<file path="config.mk">
export PLATFORM = sky130hd
export DESIGN_NAME = vscale_wb_lane_serializer_xvec
export DESIGN_NICKNAME = d
export VERILOG_FILES = /design/src/rtl/vscale_wb_lane_serializer_xvec.sv
export SDC_FILE = /design/constraint.sdc
export NUM_CORES = 1
export LEC_CHECK = 0
export BUFFER_PORTS_ARGS = -buffer_cell sky130_fd_sc_hd__buf_4
export CORE_MARGIN = 10
export CORE_UTILIZATION = 35
export DETAILED_ROUTE_END_ITERATION = 8
export MAX_ROUTING_LAYER = met4
export PLACE_DENSITY = 0.66
export SLEW_MARGIN = 20
export SYNTH_ARGS = -nofsm -noshare
export SYNTH_HDL_FRONTEND = slang
export SYNTH_SLANG_ARGS = --single-unit
</file>
<file path="constraint.sdc">
create_clock -name clk -period 2.5 [get_ports clk]
set_input_delay 0.5 -clock clk [delete_from_list [all_inputs] [get_ports clk]]
set_output_delay 0.5 -clock clk [all_outputs]
set_load 0.05 [all_outputs]
</file>
<file path="src/rtl/vscale_wb_lane_serializer_xvec.sv">
// ---------------------------------------------------------------------------
// vscale_wb_lane_serializer_xvec
//
// Writeback-side lane serializer for the xvec unit. Accepts one full-width
// vector result and drains it into the lane-addressed vector register file
// write port, one enabled lane per cycle, lowest lane first. The writeback
// stage is held off (wb_ready low) while a result is being drained.
//
// Ports:
//   clk           clock
//   reset         synchronous, active-high reset
//   wb_valid      a result is offered this cycle
//   wb_ready      block can accept a result this cycle
//   wb_vector     1 = vector result, 0 = scalar result (lane 0 only)
//   wb_lane_mask  per-lane write enables (vector results only)
//   wb_reg_to_wr  destination register
//   wb_data       result; lane i at bits [i*XPR_LEN +: XPR_LEN]
//   wr_en         register file write strobe
//   wr_addr       write register
//   wr_lane       write lane index
//   wr_data       write data
//   wb_done       one-cycle pulse when a result has been fully retired
// ---------------------------------------------------------------------------
module vscale_wb_lane_serializer_xvec #(
  parameter int VEC_LEN        = 4,
  parameter int XPR_LEN        = 32,
  parameter int REG_ADDR_WIDTH = 5,
  parameter int LANE_IDX_WIDTH = 2
) (
  input  logic                        clk,
  input  logic                        reset,
  input  logic                        wb_valid,
  output logic                        wb_ready,
  input  logic                        wb_vector,
  input  logic [VEC_LEN-1:0]          wb_lane_mask,
  input  logic [REG_ADDR_WIDTH-1:0]   wb_reg_to_wr,
  input  logic [VEC_LEN*XPR_LEN-1:0]  wb_data,
  output logic                        wr_en,
  output logic [REG_ADDR_WIDTH-1:0]   wr_addr,
  output logic [LANE_IDX_WIDTH-1:0]   wr_lane,
  output logic [XPR_LEN-1:0]          wr_data,
  output logic                        wb_done
);

  typedef enum logic {IDLE, DRAIN} state_t;

  state_t                       state;
  logic [VEC_LEN-1:0]           pend_mask;
  logic [REG_ADDR_WIDTH-1:0]    addr_q;
  logic [VEC_LEN*XPR_LEN-1:0]   data_q;

  logic [VEC_LEN-1:0]           emask;
  logic [VEC_LEN-1:0]           next_mask;

  // Index of the lowest set bit; 0 for an empty mask (value unused then).
  function automatic logic [LANE_IDX_WIDTH-1:0] low_idx(input logic [VEC_LEN-1:0] m);
    logic [LANE_IDX_WIDTH-1:0] idx;
    idx = '0;
    for (int i = VEC_LEN - 1; i >= 0; i--) begin
      if (m[i]) idx = LANE_IDX_WIDTH'(i);
    end
    return idx;
  endfunction

  function automatic logic [VEC_LEN-1:0] clear_low(input logic [VEC_LEN-1:0] m);
    return m & (m - VEC_LEN'(1));
  endfunction

  function automatic logic [XPR_LEN-1:0] lane_word(input logic [VEC_LEN*XPR_LEN-1:0] d,
                                                   input logic [LANE_IDX_WIDTH-1:0] idx);
    return d[int'(idx)*XPR_LEN +: XPR_LEN];
  endfunction

  // NOTE: every variable assigned in always_comb gets an unconditional
  // default first, so no path leaves it holding a value (no latch).
  always_comb begin
    emask = wb_vector ? wb_lane_mask : VEC_LEN'(1);
    if (wb_reg_to_wr == '0) emask = '0;  // writes to x0 are dropped
  end

  assign next_mask = clear_low(pend_mask);

  // Not registered on purpose: the port must read low while reset is held.
  assign wb_ready = (state == IDLE) && !reset;

  // Outputs are registered and always describe the lane at the bottom of
  // pend_mask, so they are computed one edge ahead from the mask that will
  // be current in the next cycle (emask on accept, next_mask while draining).
  // NOTE: sequential state uses non-blocking assignments only, so every
  // register samples the pre-edge values of its neighbours.
  always_ff @(posedge clk) begin
    if (reset) begin
      // NOTE: the wide data_q is reset as well so wr_data is deterministic
      // out of reset; it is a flop array, not a memory macro.
      state     <= IDLE;
      pend_mask <= '0;
      addr_q    <= '0;
      data_q    <= '0;
      wr_en     <= 1'b0;
      wr_addr   <= '0;
      wr_lane   <= '0;
      wr_data   <= '0;
      wb_done   <= 1'b0;
    end else begin
      unique case (state)
        IDLE: begin
          wr_en   <= 1'b0;
          wb_done <= 1'b0;
          if (wb_valid) begin
            state     <= DRAIN;
            pend_mask <= emask;
            addr_q    <= wb_reg_to_wr;
            data_q    <= wb_data;
            wr_en     <= |emask;
            wr_addr   <= wb_reg_to_wr;
            wr_lane   <= low_idx(emask);
            wr_data   <= lane_word(wb_data, low_idx(emask));
            // Empty mask still retires, in one cycle with no write.
            wb_done   <= (clear_low(emask) == '0);
          end
        end
        DRAIN: begin
          pend_mask <= next_mask;
          if (next_mask == '0) begin
            state   <= IDLE;
            wr_en   <= 1'b0;
            wb_done <= 1'b0;
          end else begin
            wr_en   <= 1'b1;
            wr_addr <= addr_q;
            wr_lane <= low_idx(next_mask);
            wr_data <= lane_word(data_q, low_idx(next_mask));
            wb_done <= (clear_low(next_mask) == '0);
          end
        end
        default: state <= IDLE;
      endcase
    end
  end

endmodule
</file>
==> key figures <==
Outcome
  – Status: finished clean

Logic synthesis
  – Syn_nets: 1032
  – Synth Warn #: 0
  – Top-count cell post-synth: nand2_1
  – Mean Syn Cell Area: 8.07 µm²
  – Number of synthesized flops with an enable pin: 0
  – Post-synthesis async set-or-reset flop share: 0
  – Yosys cell types: 44
  – Seq cells post-synth: 148
  – Most instantiated cells after synthesis: nand2_1, dfxtp_1, a21oi_1
  – Yosys top cell by area: dfxtp_1
  – Post-Syn Area: 7190 µm²
  – Mapped Cells: 891
  – Post-synthesis sequential area ratio: 0.412
  – Share of the synthesized area in the top cell type: 0.412
  – Most frequently used flop master after synthesis: dfxtp_1
  – Synth top area cells: dfxtp_1, nand2_1, a21oi_1, mux2i_1, a222oi_1

STA
  – Fin Hold WS: 0.325 ns
  – Fmax achieved: 0.493 GHz
  – Final Skew: 0.00905 ns
  – Final setup vio count: 0
  – Final hold viol count: 0
  – Least-Margin Pin Slew: 0.594 ns
  – TNS Setup: 0 ns
  – Minimum clock period: 2.03 ns
  – Final Max Slew Viols: 0
  – Worst rel slew slack: 0.604
  – Unrepaired setup endpoints after global routing: no
  – Final Cycle Share: 0.811

Floorplan
  – Die Area: 26700 µm²
  – Core box area: 20200 µm²
  – Num rows: 52
  – I/O pins: 183
  – Die width: 163 µm
  – Die height: 163 µm
  – Initial Utilization: 0.355

Routing
  – Detail Route Antenna Nets: 0
  – Met3 wire length: 1960 µm
  – Initial DRC count: 568
  – DRC viols: 0
  – Detail-routed net length per standard cell: 18.8 µm
  – Vias: 7279
  – Vias per cell: 5.55
  – WL final: 24600 µm
  – Highest Signal Layer: met4
  – TritonRoute pass-1 iters: 6
  – WL met1: 11100 µm
  – Metal2 WL: 11400 µm

Critical path
  – Required @ worst endpoint: 2.86 ns
  – Setup CP Type: reg -> reg
  – Reg2reg path depth: 5
  – Worst reg2reg path endpoint: wr_data[20]$_SDFFE_PP0P_
  – Flop2flop setup slack: 0.47 ns
  – WP buf/inv: 1
  – Worst-path cell chain: and2_1 > buf_4 > a222oi_1 > o221ai_1 > o2bb2ai_1
  – CP endpoint kind: register
  – CP max stage delay: 0.64 ns
  – Reg-to-reg startpoint: pend_mask[0]$_SDFFE_PP0P_
  – Slowest CP cell: dfxtp_1
  – CP Max Fanout: 11
  – Top delay family on crit path: flip-flops
  – Critical path data arrival time: 2.39 ns
  – CP startpoint kind: register

Place
  – Detailed Place HPWL: 16700 µm
  – PortBufs: 182
  – Placed cell count: 1280
  – GPL Wtd Cong: 0.840

Finish
  – Share of post-route cells with drive strength above 1: 0.256
  – Final core area utilization: 0.467
  – Final cell count without fillers: 1311
  – P&R area growth vs syn: 31.5%
  – # nets final: 1170
  – Diode count: 0

Job
  – Max_cap viols: 0

Clock network
  – CTS clk-pin slew, worst paths: 0.07 ns
  – CTS tree: built
  – Longest Clk Path Bufs: 2
  – Post-CTS Hold Buffers: 0
  – Resize count post-CTS: 0
  – Worst skew pair latency: 0.43 ns
  – Post-CTS setup buffers: 0
  – CTS Sinks: 148
  – Total CTS buffers: 17
  – CTS root buffer: clkbuf_16
  – H-tree depth: 4

Pwr
  – PD cells: 661 nW/µm²
  – P_leak: 3.74 nW
  – Pint: 4.47 mW
  – Clock share of power: 0.410
  – P_sw: 1.78 mW
  – Sw Ratio: 0.285
  – Peak supply drop: 0.403 mV
  – Power Total: 6.25 mW
  – Seq pwr share: 0.416
  – Comb pwr share: 0.173

GRT
  – Global Route Usage Sum: 0.186
  – Number of antenna violations at the first check in global routing: 0
  – Remaining Overflow, GRT: 0
  – Vias in the first global route: 7162
  – Largest net degree at the start of global routing: 70
  – Global-route wire length before repair: 39100 µm

Worst hold path
  – Worst hold start: wb_data[36]
  – Hold Path Sink: data_q[36]$_SDFFE_PP0P_
  – Hold depth: 3
  – Type of the most critical hold path: in -> reg
[area by class of cell]
class,instances,area (µm²)
fill,2014,10800
multi-input combinational,642,3860
clock buffer,20,457
tap,270,338
clock inverter,11,126
sequential,148,2960
inverter,5,18.8
timing repair buffer,215,1690
[worst register-to-register path: cells and delay by family, from the launching register on]
kind	cells	cell delay [ns]
AO/OA/AOI/OAI	3	0.49
buffers and inverters	1	0.31
AND/OR/NAND/NOR	1	0.52
flip-flops	1	0.64
[per-stage QoR]
step	worst slack (ns)	cell area, µm²
6_report	0.474	9460
3_3_place_gp	0.230	8870
2_1_floorplan	0.490	7190
5_1_grt	0.344	9460
4_1_cts	0.506	9460
3_5_place_dp	0.194	8870
[how the worst max path moves through the flow]
stage | from | to | slack [ns] | cells past startpoint
floorplan | reset | wb_ready | 0.49 | 3
global placement | wb_reg_to_wr[1] | wr_data[0]$_SDFFE_PP0P_ | 0.23 | 6
detailed placement | wb_reg_to_wr[1] | wr_data[14]$_SDFFE_PP0P_ | 0.19 | 6
CTS | pend_mask[0]$_SDFFE_PP0P_ | wr_data[15]$_SDFFE_PP0P_ | 0.51 | 5
global route | pend_mask[0]$_SDFFE_PP0P_ | wr_data[22]$_SDFFE_PP0P_ | 0.34 | 5
finish | pend_mask[0]$_SDFFE_PP0P_ | wr_data[20]$_SDFFE_PP0P_ | 0.47 | 5
[layout by cell type, fill, tap and decap left out, types with 2 or more instances in the layout]
cell type   synthesis  final
o221ai_1           31     31
dfxtp_1           148    147
nand3_1            35     34
nor2b_1             5      4
a22oi_1            21     21
buf_4               1    209
o211ai_1            2      2
or3_1               3      3
inv_1               5      5
nor3b_1             2      2
a222oi_1           31     31
clkinvlp_4          0      4
clkbuf_8            0      2
a221o_1             3      3
a22oi_2            10     10
bufinv_16           0      2
nand2b_1            4      4
nor2_1             12     12
buf_12              0      6
o21ai_0            19     19
a31oi_1             3      3
o2bb2ai_1          31     31
a211oi_1            6      6
a21oi_1           110    110
nand4_1             4      4
a211o_1             2      2
nand2_1           238    237
clkinv_2            0      2
inv_6               0      2
a22o_1             17     17
clkbuf_16           0     17
mux2i_1            36     36
[sequential cells by signal, summed over array words and instances, names as in the netlist, 2 cells and up]
signal	cells
addr_q	5
wr_addr	5
pend_mask	4
wr_lane	2
wr_data	32
data_q	97
[cells by family (layout without fill, tap and decap cells)]
kind of cell	Yosys count	count (layout)	share of synthesized area
AOI/OAI and AO/OA	294	294	0.297
xor gates and xnor gates	2	2	0.00244
buffers and inverters	101	251	0.0604
DFF	148	148	0.412
muxes	36	36	0.0501
and+or+nand+nor	310	310	0.178
[metal layers]
| layer | global-route usage | up-vias |
|---|---|---|
| li1 | - | 3531 |
| met1 | 0.241 | 3426 |
| met2 | 0.288 | 301 |
| met3 | 0.0428 | 21 |
| met4 | 0.0451 | 0 |
| met5 | - | - |
[power by group through the flow]
stage / Sequential, mW / Clock (mW) / Combinational (mW)
after floorplan: 2.79 / 0 / 0.474
after global placement: 2.65 / 0 / 1.07
after detailed placement: 2.65 / 0 / 1.08
after CTS: 2.60 / 2.61 / 1.09
after global routing: 2.62 / 2.72 / 1.17
final: 2.60 / 2.56 / 1.08
No activity file was read; power rests on OpenSTA's default activity.
